==> src/rtl/uart_sample_rx.sv <==
// UART 8N1 receiver that pairs accepted bytes into signed (re, im) samples and numbers them within an N-sample frame.
// Optional idle-timeout resync is built only when UART_RX_TIMEOUT_EN is defined.
module uart_sample_rx #(
  parameter int CLKS_PER_BIT = 10,
  parameter int N            = 256,
  parameter int TIMEOUT_BITS = 32
) (
  input  logic                 clk,
  input  logic                 rst_n,
  input  logic                 rx_i,
  output logic [7:0]           sample_re_o,
  output logic [7:0]           sample_im_o,
  output logic                 sample_valid_o,
  output logic [$clog2(N)-1:0] sample_idx_o,
  output logic                 frame_done_o,
  output logic                 frame_err_o
);

  localparam int IW = $clog2(N);
  localparam int CW = $clog2(CLKS_PER_BIT) + 1;
  localparam logic [CW-1:0] HALF_M1  = CW'(CLKS_PER_BIT / 2 - 1);
  localparam logic [CW-1:0] BIT_M1   = CW'(CLKS_PER_BIT - 1);
  localparam logic [IW-1:0] IDX_LAST = IW'(N - 1);

  if (CLKS_PER_BIT < 4 || N < 2 || N > 4096 || (N & (N - 1)) != 0 || TIMEOUT_BITS < 1) begin : g_bad_param
    $error("uart_sample_rx: illegal parameter value");
  end

  typedef enum logic [2:0] {IDLE, START, DATA, STOP, BREAK} state_t;

  state_t        state;
  logic          sync1, sync2, rx_prev;
  logic          rx_s, fall;
  logic [CW-1:0] clk_cnt;
  logic [2:0]    bit_cnt;
  logic [7:0]    shreg;
  logic [7:0]    re_hold;
  logic          have_re;
  logic          armed;
  logic [IW-1:0] idx_cnt;
  logic          to_hit;

  assign rx_s = sync2;
  assign fall = rx_prev & ~sync2;

  always_ff @(posedge clk or negedge rst_n) begin
    if (!rst_n) begin
      sync1   <= 1'b1;
      sync2   <= 1'b1;
      rx_prev <= 1'b1;
    end else begin
      sync1   <= rx_i;
      sync2   <= sync1;
      rx_prev <= sync2;
    end
  end

`ifdef UART_RX_TIMEOUT_EN
  localparam logic [31:0] TO_LIM = 32'(TIMEOUT_BITS * CLKS_PER_BIT - 1);
  logic [31:0] idle_cnt;
  logic        to_pending;

  assign to_pending = (state == IDLE) && rx_s && (have_re || (idx_cnt != '0));
  assign to_hit     = to_pending && (idle_cnt == TO_LIM);

  always_ff @(posedge clk or negedge rst_n) begin
    if (!rst_n) begin
      idle_cnt <= '0;
    end else if (to_pending && !to_hit) begin
      idle_cnt <= idle_cnt + 32'd1;
    end else begin
      idle_cnt <= '0;
    end
  end
`else
  assign to_hit = 1'b0;
`endif

  // armed stays low after reset until the line has idled a full bit, so a byte
  // already in flight at release cannot be mistaken for a fresh start edge.
  always_ff @(posedge clk or negedge rst_n) begin
    if (!rst_n) begin
      state          <= IDLE;
      clk_cnt        <= '0;
      bit_cnt        <= '0;
      shreg          <= '0;
      re_hold        <= '0;
      have_re        <= 1'b0;
      armed          <= 1'b0;
      idx_cnt        <= '0;
      sample_re_o    <= '0;
      sample_im_o    <= '0;
      sample_idx_o   <= '0;
      sample_valid_o <= 1'b0;
      frame_done_o   <= 1'b0;
      frame_err_o    <= 1'b0;
    end else begin
      sample_valid_o <= 1'b0;
      frame_done_o   <= 1'b0;
      frame_err_o    <= 1'b0;
      case (state)
        IDLE: begin
          if (to_hit) begin
            have_re <= 1'b0;
            idx_cnt <= '0;
          end
          if (!armed) begin
            if (!rx_s) begin
              clk_cnt <= '0;
            end else if (clk_cnt == BIT_M1) begin
              armed   <= 1'b1;
              clk_cnt <= '0;
            end else begin
              clk_cnt <= clk_cnt + 1'b1;
            end
          end else if (fall) begin
            state   <= START;
            clk_cnt <= '0;
            bit_cnt <= '0;
          end
        end
        START: begin
          if (clk_cnt == HALF_M1) begin
            clk_cnt <= '0;
            state   <= rx_s ? IDLE : DATA;
          end else begin
            clk_cnt <= clk_cnt + 1'b1;
          end
        end
        DATA: begin
          if (clk_cnt == BIT_M1) begin
            clk_cnt <= '0;
            shreg   <= {rx_s, shreg[7:1]};
            bit_cnt <= bit_cnt + 1'b1;
            if (bit_cnt == 3'd7) state <= STOP;
          end else begin
            clk_cnt <= clk_cnt + 1'b1;
          end
        end
        STOP: begin
          if (clk_cnt == BIT_M1) begin
            clk_cnt <= '0;
            if (rx_s) begin
              state <= IDLE;
              if (!have_re) begin
                re_hold <= shreg;
                have_re <= 1'b1;
              end else begin
                sample_re_o    <= re_hold;
                sample_im_o    <= shreg;
                sample_idx_o   <= idx_cnt;
                sample_valid_o <= 1'b1;
                frame_done_o   <= (idx_cnt == IDX_LAST);
                idx_cnt        <= idx_cnt + IW'(1);
                have_re        <= 1'b0;
              end
            end else begin
              // Framing error: the held real byte is dropped, the index is kept.
              state       <= BREAK;
              frame_err_o <= 1'b1;
              have_re     <= 1'b0;
            end
          end else begin
            clk_cnt <= clk_cnt + 1'b1;
          end
        end
        BREAK: begin
          if (!rx_s) begin
            clk_cnt <= '0;
          end else if (clk_cnt == BIT_M1) begin
            clk_cnt <= '0;
            state   <= IDLE;
          end else begin
            clk_cnt <= clk_cnt + 1'b1;
          end
        end
        default: begin
          state   <= IDLE;
          clk_cnt <= '0;
        end
      endcase
    end
  end

endmodule
==> config.mk <==
export PLATFORM = sky130hd
export DESIGN_NAME = uart_sample_rx
export DESIGN_NICKNAME = d
export VERILOG_FILES = /design/src/rtl/uart_sample_rx.sv
export SDC_FILE = /design/constraint.sdc
export NUM_CORES = 1
export LEC_CHECK = 0
export ABC_AREA = 1
export BUFFER_PORTS_ARGS = -buffer_cell sky130_fd_sc_hd__buf_4
export CAP_MARGIN = 15
export CORE_AREA = 2 2 93 77
export DETAILED_ROUTE_END_ITERATION = 8
export DIE_AREA = 0 0 95 79
export PLACE_DENSITY = 0.64
export SYNTH_ARGS = -nofsm -noshare
export SYNTH_HDL_FRONTEND = slang
export SYNTH_SLANG_ARGS = --single-unit
==> constraint.sdc <==
create_clock -name clk -period 1.41 [get_ports clk]
set_input_delay 0.282 -clock clk [delete_from_list [all_inputs] [get_ports clk]]
set_output_delay 0.282 -clock clk [all_outputs]
set_load 0.02 [all_outputs]
Word level (Yosys, flattened, before mapping)
Index checks and enable logic that the tools add are counted.

Add/sub/neg operators: 3. Equal/unequal tests: 17. Mux-type cells: 37. Bitwise operators: 3. Reduce and logical (&&, ||, !) cells: 9.

Operators with widths (number): two-way mux 3 bit (12); two-way mux 5 bit (5); case mux 5 bit (4 select lines) (1); two-way mux 1 bit (16); != test 2 bit (second input constant) (8); case mux 3 bit (5 select lines) (1); AND reduction 4 bit (3); adder 8 x 1 -> 8 bit (second input constant) (1); == test 8 bit (second input constant) (1); AND reduction 8 bit (1); == test 3 x 2 -> 1 bit (second input constant) (2); == test 3 bit (second input constant) (2); case mux 3 bit (2 select lines) (1); adder 5 x 1 -> 5 bit (second input constant) (1); == test 5 x 3 -> 1 bit (second input constant) (1); == test 5 x 4 -> 1 bit (second input constant) (1); AND reduction 2 bit (2); adder 3 x 1 -> 3 bit (second input constant) (1); == test 3 x 1 -> 1 bit (second input constant) (1); zero test 3 bit (1); != test 3 bit (second input constant) (1); two-way mux 2 bit (1); inverter 1 bit (2); nonzero test 2 bit (1); other kinds (2) (2).

Bits in registers: 67. Output and inout bits: 27.

Logic depth before layout (Yosys ltp)
Gate-level depths: netlist (run 1).

Depth after elaboration: 5. Gate-level depth with buffers: 11. Depth with buffers taken out: 11.

Worst setup path before layout (run 1)
No wires, ideal clock.

Kind: register to register. From: register clk_cnt[1]. To: register sample_im_o[1]. Library setup time: 121 ps. Arrival: 1444 ps. Path slack: -154 ps. Stages on the path, launching flop included: 12. Buffers on the path: 2. Clock period less this slack: 1564 ps. Cell sequence: dfrtp_1 > inv_1 > ha_1 > nand2_1 > inv_1 > nand3_1 > nor2_4 > inv_2 > buf_6 > buf_6 > nand2_1 > o21ai_1.

Cells in the longest elaborated chain, start to end: 2.

RTL lines: start, declared (RTL line 34) `logic [CW-1:0] clk_cnt;`; start signal, assigned (RTL line 114) `clk_cnt <= clk_cnt + 1'b1;`; start signal, assigned (RTL line 127) `clk_cnt <= clk_cnt + 1'b1;`; start signal, assigned (RTL line 137) `clk_cnt <= clk_cnt + 1'b1;`; == test 5 x 4 -> 1 bit (RTL line 141) `if (clk_cnt == BIT_M1) begin`; AND reduction 4 bit (no source line); end signal, assigned (RTL line 150) `sample_im_o <= shreg;`; end, declared (RTL line 12) `output logic [7:0] sample_im_o,`.

No other way between the ends. A chain may end at the register's enable or synchronous reset.

Final worst setup path (run 1)
From: register state[0]. To: register idx_cnt[2].

Cells in the longest elaborated chain, start to end: 2.

RTL lines: start, declared (RTL line 31) `state_t state;`; start signal, assigned (RTL line 125) `state <= rx_s ? IDLE : DATA;`; == test 3 x 2 -> 1 bit (RTL line 101) `case (state)`; AND reduction 4 bit (no source line); end signal, assigned (RTL line 154) `idx_cnt <= idx_cnt + IW'(1);`; end, declared (RTL line 40) `logic [IW-1:0] idx_cnt;`.

No other way between the ends.

==> results of run 1 <==
-- final timing paths --
path | startpoint | to | cells past startpoint
max in group asynchronous | rst_n | rx_prev$_DFF_PN1_ | 3
worst min register to register | sync1$_DFF_PN1_ | rx_s$_DFF_PN1_ | 0
worst max register to register | state[0]$_DFFE_PN0P_ | idx_cnt[2]$_DFFE_PN0P_ | 8
worst max-delay path | state[0]$_DFFE_PN0P_ | idx_cnt[2]$_DFFE_PN0P_ | 8
min in group asynchronous | rst_n | clk_cnt[4]$_DFFE_PN0P_ | 3
worst min-delay path | rx_i | sync1$_DFF_PN1_ | 1
-- registers in the layout (all words and copies together) (netlist names), 3 cells and up --
register and count:
sample_re_o 8, clk_cnt 5, sample_idx_o 8, state 3, shreg 8, sample_im_o 8
idx_cnt 8, re_hold 8, bit_cnt 3
-- cells in the mapped netlist (all sizes together) --
master and n:
nand3b 2, a21oi 1, inv 38, dfstp 3, dfrtp 64, buf 6, nand3 14, clkbuf 2
nor3 3, nand4 3, nor2 29, nand2 119, xor2 5, o21ai 41, ha 6
-- critical path: stages (launching register included) --
cell and delay [ns]:
dfrtp_1 0.45, inv_1 0.13, nor2_4 0.15, nand2_2 0.08, nor2_4 0.14, buf_6 0.15
buf_6 0.09, nand2_2 0.04, xor2_1 0.13
-- timing repair --
| item | 4_1_cts | 5_1_grt |
|---|---|---|
| hold buffers | 1 | 0 |
| setup buffers | 4 | 0 |
| gates resized for setup | 28 | 23 |
| setup endpoints to repair | 56 | 59 |
| hold endpoints to repair | 64 | 0 |
| gates cloned | 2 | 1 |
| pin swaps | 2 | 3 |
-- metrics by stage --
step / setup WS, ns / instance area (µm²) / TNS (ns) / cells
2_1_floorplan: -0.06347 / 2954 / -0.4139 / 336
6_report: -0.06856 / 3855 / -0.7825 / 490
3_5_place_dp: -0.1349 / 3408 / -2.052 / 466
4_1_cts: -0.04615 / 3765 / -0.8335 / 489
3_3_place_gp: -0.1053 / 3408 / -1.445 / 466
5_1_grt: -0.1497 / 3855 / -5.564 / 490
-- kinds of logic after synthesis --
| kind of cell | after synthesis | synth area share |
|---|---|---|
| AOI/OAI and AO/OA | 42 | 0.07725 |
| xor gates and xnor gates | 5 | 0.01502 |
| adders and majority gates | 6 | 0.02575 |
| buffers and inverters | 46 | 0.06609 |
| DFF | 67 | 0.5764 |
| and+or+nand+nor | 170 | 0.2395 |
-- final cells by class --
cell class	instances	area [µm²]
clock inverters	5	36.28
clock buffers	11	151.4
flip-flops and latches	67	1680
multi-input cells	224	1209
fillers	549	2800
repair buffers	58	526.8
well taps	87	108.9
inverters	38	142.6
-- power by group --
part	switching [mW]	internal [mW]	leakage (nW)	total, mW
Sequential	0.0864	2.01	0.920	2.10
Clock	0.738	0.737	0.0880	1.48
Combinational	0.710	0.475	0.995	1.18
Total	1.53	3.22	2.00	4.76
-- metal layers --
layer | wire (µm) | share of wire
met1 | 3095 | 0.49
met5 | 0 | 0
met2 | 2899 | 0.46
met3 | 303 | 0.048
met4 | 15 | 0.0024
==> results.json, run 1 <==
{
  "first_pass_grt_wire_length_mm": 10.43,
  "fin_skew_ns": 0.008395,
  "h_tree_depth_reported_by_cts": 3,
  "finalNetCount": 407,
  "clock_path_buffers": 2,
  "route.detailed.drc": 0,
  "grt.met1_usage": 0.2702,
  "finalCoreUtilization": 0.5792,
  "cts_made_buffers": 9,
  "cellPowerDensity_mw_per_mm2": 1233,
  "timing.critical_path.fanout_max": 5,
  "floorplan.initialDensity": 0.4381,
  "power_leakage_nw": 2.003,
  "clkLatencyLatePin_ns": 0.33,
  "finalHoldViolations": 0,
  "final_max_tran_viols": 0,
  "grt_use_met2": 0.2603,
  "worst_setup_path_start_kind": "flop",
  "final.period_utilization": 1.049,
  "drt_first_pass_iters": 4,
  "num_io_pins": 30,
  "grt_pass1_vias": 2218,
  "most-common-layout-cells": "nand2_1, dfrtp_1, buf_4, inv_1, o21ai_0",
  "finalWorstSetupSlack_ns": -0.06856,
  "place.port_buffers": 29,
  "flop_to_flop_setup_slack_ns": -0.07,
  "routabilityCongestion": 0.8722,
  "syn-instance-count": 336,
  "hold-worst-slack_ns": 0.05374,
  "final_common_cell": "nand2_1",
  "ys_seq_elements": 67,
  "final_antenna_net_count": 0,
  "peakVddDrop_mv": 0.5559,
  "wl_per_cell_um": 12.88,
  "grt_use_met3": 0.05313,
  "vias": 2330,
  "core_area_mm2": 0.006655,
  "timing_worst_slew_pin_value_ns": 0.3475,
  "drt_first_iter_violations": 143,
  "chipHeight_um": 79,
  "wirelength_mm": 6.313,
  "syn_nets": 345,
  "diodes": 0,
  "cts.sinks": 67,
  "required_ns": 1.62,
  "hold_class": "primary input to flop",
  "yosys.area.top_type_share": 0.5494,
  "synth.top_cells.by_area": "dfrtp_1, nand2_1, o21ai_0",
  "maxCapViolCount": 0,
  "syn-mean-instance-area_um2": 8.676,
  "tritoncts": "yes",
  "post-route-min-period_ns": 1.479,
  "overflow": 0,
  "power.total_mw": 4.755,
  "dp.final_hpwl_mm": 3.852,
  "synth.yosys.seq_area_share": 0.5764,
  "fp.dieArea_mm2": 0.007505,
  "grt.busiest_layer": "met1",
  "report.final.setup_viol": 30,
  "crit_type": "flop to flop",
  "std_cell_rows": 27,
  "antenna_found_initial": 0,
  "netlist_area_mm2": 0.002915,
  "yosys_warnings": 0,
  "rsz0062_at_grt": "yes",
  "data_arrival_time_at_the_worst_slack_endpoint_ns": 1.69,
  "critical_path.endpoint_type": "flop",
  "timing.fmax_ghz": 0.6763,
  "synthToLayoutAreaGrowth_pct": 32.23,
  "grt_start_max_net_pins": 68,
  "layout-drive-gt1-share": 0.2978,
  "clk_root_buffer_cell": "clkbuf_8",
  "cts.clk_slew.worst_paths_ns": 0.07,
  "avgViaCountPerCell": 4.755,
  "synth_area_leader_cell": "dfrtp_1",
  "outcome": "finished with violations",
  "max-slew-margin-rel": 0.7683,
  "groute.usage.overall": 0.1810,
  "yosys.cell_types.count": 22,
  "failing_checks": "setup timing",
  "die_width_um": 95
}
Power figures use the tool's default switching activity.
==> run 2: changes to the inputs <==
Settings changed: ABC_AREA 1 to unset.
==> run 2 against run 1 <==
Effect of this change:
- the flow still finishes with violations (setup timing)
- wire length fell by 10%
- clock power grew 6%
- power down 5.7%
- non-clock buffer count is 5 higher
- utilization increased by 1.3 points
- clock skew decreased by 0.0016 ns
- clock-buffer cell count increased by 2
==> results.json, run 2 <==
{
  "synth_fa_ha_area_frac": 0.02605,
  "compound_cell_area_share_of_the_yosys_netlist": 0.04386,
  "timing.fmax_ghz": 0.5450,
  "tritoncts": "yes",
  "fin_area_mm2": 0.003944,
  "fp.dieArea_mm2": 0.007505,
  "power.combinational.fraction": 0.187,
  "cp_slowest_cell": "dfrtp_1",
  "cp_slowest_stage_delay_ns": 0.40,
  "grt_start_max_net_pins": 29,
  "cts.clk_slew.worst_paths_ns": 0.07,
  "first_pass_grt_wire_length_mm": 9.163,
  "wirelength_mm": 5.662,
  "synth_area_leader_cell": "dfrtp_1",
  "worst_setup_path_start_kind": "flop",
  "fin_cells": 366,
  "required_ns": 1.63,
  "flop_to_flop_setup_slack_ns": -0.42,
  "worstPathCellList": "inv_2 -> ha_4 -> and4bb_2 -> nand4_4 -> or2_4 -> buf_12 -> mux2_4",
  "wl_per_cell_um": 15.47,
  "p_seq_frac": 0.462,
  "vias": 1833,
  "final_common_cell": "dfrtp_1",
  "final.period_utilization": 1.301,
  "clk_root_buffer_cell": "clkbuf_8",
  "place_area_mm2": 0.003390,
  "die_width_um": 95,
  "most_numerous_cell_in_the_yosys_netlist": "dfrtp_1",
  "power.total_mw": 4.486,
  "core_area_mm2": 0.006655,
  "power.switching_fraction": 0.2701,
  "peakVddDrop_mv": 0.6334,
  "data_arrival_time_at_the_worst_slack_endpoint_ns": 2.05,
  "finalWorstSetupSlack_ns": -0.4250,
  "finalNetCount": 284,
  "clkLatencyLatePin_ns": 0.33,
  "detailedPlace.worstSlack_ns": -0.4694,
  "drt_first_iter_violations": 75,
  "report.final.setup_viol": 64,
  "timing_worst_slew_pin_value_ns": 0.3661,
  "rsz0062_at_grt": "yes",
  "chipHeight_um": 79,
  "netlist_area_mm2": 0.002882,
  "yosys.area.top_type_share": 0.5558,
  "diodes": 0,
  "cellPowerDensity_mw_per_mm2": 1138,
  "dp.final_hpwl_mm": 3.508,
  "syn-instance-count": 210,
  "power_leakage_nw": 2.119,
  "cts.sinks": 67,
  "yosys_warnings": 0,
  "syn_nets": 219,
  "synthMuxAreaShare": 0.1876,
  "post_synth_and_or_nand_nor_area_fraction": 0.1116,
  "routabilityCongestion": 0.7660,
  "finalHoldViolations": 0,
  "h_tree_depth_reported_by_cts": 3,
  "groute.usage.overall": 0.1627,
  "synth.top_cells.by_area": "dfrtp_1, mux2_4, mux2_2",
  "overflow": 0,
  "grt_pass1_vias": 1864,
  "clock_power_share": 0.351,
  "outcome": "finished with violations",
  "synthToLayoutAreaGrowth_pct": 36.86,
  "final_antenna_net_count": 0,
  "placedCellCount": 342,
  "postSynth.topFlopCell": "dfrtp_1",
  "hold_class": "primary input to flop",
  "std_cell_rows": 27,
  "num_io_pins": 30,
  "floorplan.initialDensity": 0.4330,
  "fin_skew_ns": 0.006835,
  "place.port_buffers": 29,
  "yosys.area_share.xor_xnor": 0.02128,
  "final_max_tran_viols": 0,
  "timing.critical_path.fanout_max": 11,
  "synth-async-reset-ratio": 1.000,
  "syn-mean-instance-area_um2": 13.72,
  "maxCapViolCount": 0,
  "most-common-layout-cells": "dfrtp_1, buf_4, mux2_4, nand2_1, clkbuf_8",
  "critical_path.endpoint_type": "flop",
  "avgViaCountPerCell": 5.008,
  "synth_top_cells_by_count": "dfrtp_1, mux2_2, mux2_4",
  "p_sw_mw": 1.212,
  "worst-path-buf-inv": 2,
  "crit_type": "flop to flop",
  "post-route-min-period_ns": 1.835,
  "layout-drive-gt1-share": 0.5376,
  "ys_seq_elements": 67,
  "cellInternalPower_mw": 3.275,
  "hold-worst-slack_ns": 0.05285,
  "clock_path_buffers": 2,
  "synth-edff-count": 0,
  "drt_first_pass_iters": 4,
  "antenna_found_initial": 0,
  "crit_family": "simple AND/OR/NAND/NOR gates",
  "route.detailed.drc": 0,
  "synth.yosys.seq_area_share": 0.5832,
  "failing_checks": "setup timing",
  "largest_family_of_logic_cells_by_synthesized_area": "multiplexers",
  "yosys.cell_types.count": 41,
  "max-slew-margin-rel": 0.7526,
  "cts_made_buffers": 9
}
==> run 2: cell types whose count changed in the layout (fill, tap and decap cells not counted), sizes merged, moves of 3 or more <==
| cell | previous run | this run |
|---|---|---|
| clkinvlp | 3 | 0 |
| nand3 | 14 | 4 |
| nor2 | 29 | 11 |
| mux2 | 0 | 42 |
| nand3b | 3 | 0 |
| nand2b | 0 | 3 |
| buf | 56 | 62 |
| o21ai | 41 | 4 |
| nand2 | 119 | 17 |
| inv | 39 | 4 |
==> run 2: area by class of cell <==
type | instances | area (µm²)
Fill cell | 509 | 2711
Clock buffer | 13 | 158.9
Timing Repair Buffer | 63 | 568.0
Multi-Input combinational cell | 130 | 1378
Sequential cell | 67 | 1680
Tap cell | 87 | 108.9
Inverter | 4 | 15.01
Clock inverter | 2 | 35.03
==> run 2: worst paths after layout <==
| check | from | end | depth (start not counted) |
|---|---|---|---|
| setup / recovery | clk_cnt[1]$_DFFE_PN0P_ | sample_re_o[3]$_DFFE_PN0P_ | 7 |
| hold / removal | rx_i | sync1$_DFF_PN1_ | 1 |
| setup reg to reg | clk_cnt[1]$_DFFE_PN0P_ | sample_re_o[3]$_DFFE_PN0P_ | 7 |
| hold reg to reg | sync1$_DFF_PN1_ | rx_s$_DFF_PN1_ | 0 |
| max in group asynchronous | rst_n | re_hold[6]$_DFFE_PN0P_ | 3 |
| min in group asynchronous | rst_n | clk_cnt[0]$_DFFE_PN0P_ | 2 |
==> run 2: cells by family after synthesis <==
family,count (synthesis)
DFF,67
and+or+nand+nor,57
muxes,42
AOI/OAI and AO/OA,18
buffers and inverters,13
xor gates and xnor gates,7
adders and majority gates,6
==> run 2: timing repair <==
item	in CTS	in global routing
cloned	1	0
endpoints found under the setup margin	63	64
gates resized for setup	34	28
hold buffers	1	0
buffers inserted	4	3
hold endpoints to repair	14	0
pin swaps	8	12
==> run 2: routing by layer <==
layer  GRT usage  vias up  part of all wire
li1            -      872                 -
met1      0.2143      929              0.48
met2      0.2532       28              0.48
met3     0.06736        4             0.041
met4     0.03478        0            0.0078
met5           0        -                 0
==> run 2: power groups by stage <==
stage / Sequential, mW / Clock, mW / Combinational, mW
finish: 2.07 / 1.57 / 0.837
global placement: 2.10 / 0 / 0.615
detailed placement: 2.10 / 0 / 0.627
global route: 2.08 / 1.73 / 0.920
floorplan: 2.09 / 0 / 0.359
CTS: 2.07 / 1.62 / 0.770
==> run 2: stage by stage <==
step	util	setup TNS [ns]
global route	0.5926	-25.05
global placement	0.5093	-17.83
finish	0.5926	-21.81
floorplan	-	-17.67
CTS	0.5698	-20.86
detailed placement	0.5093	-19.92
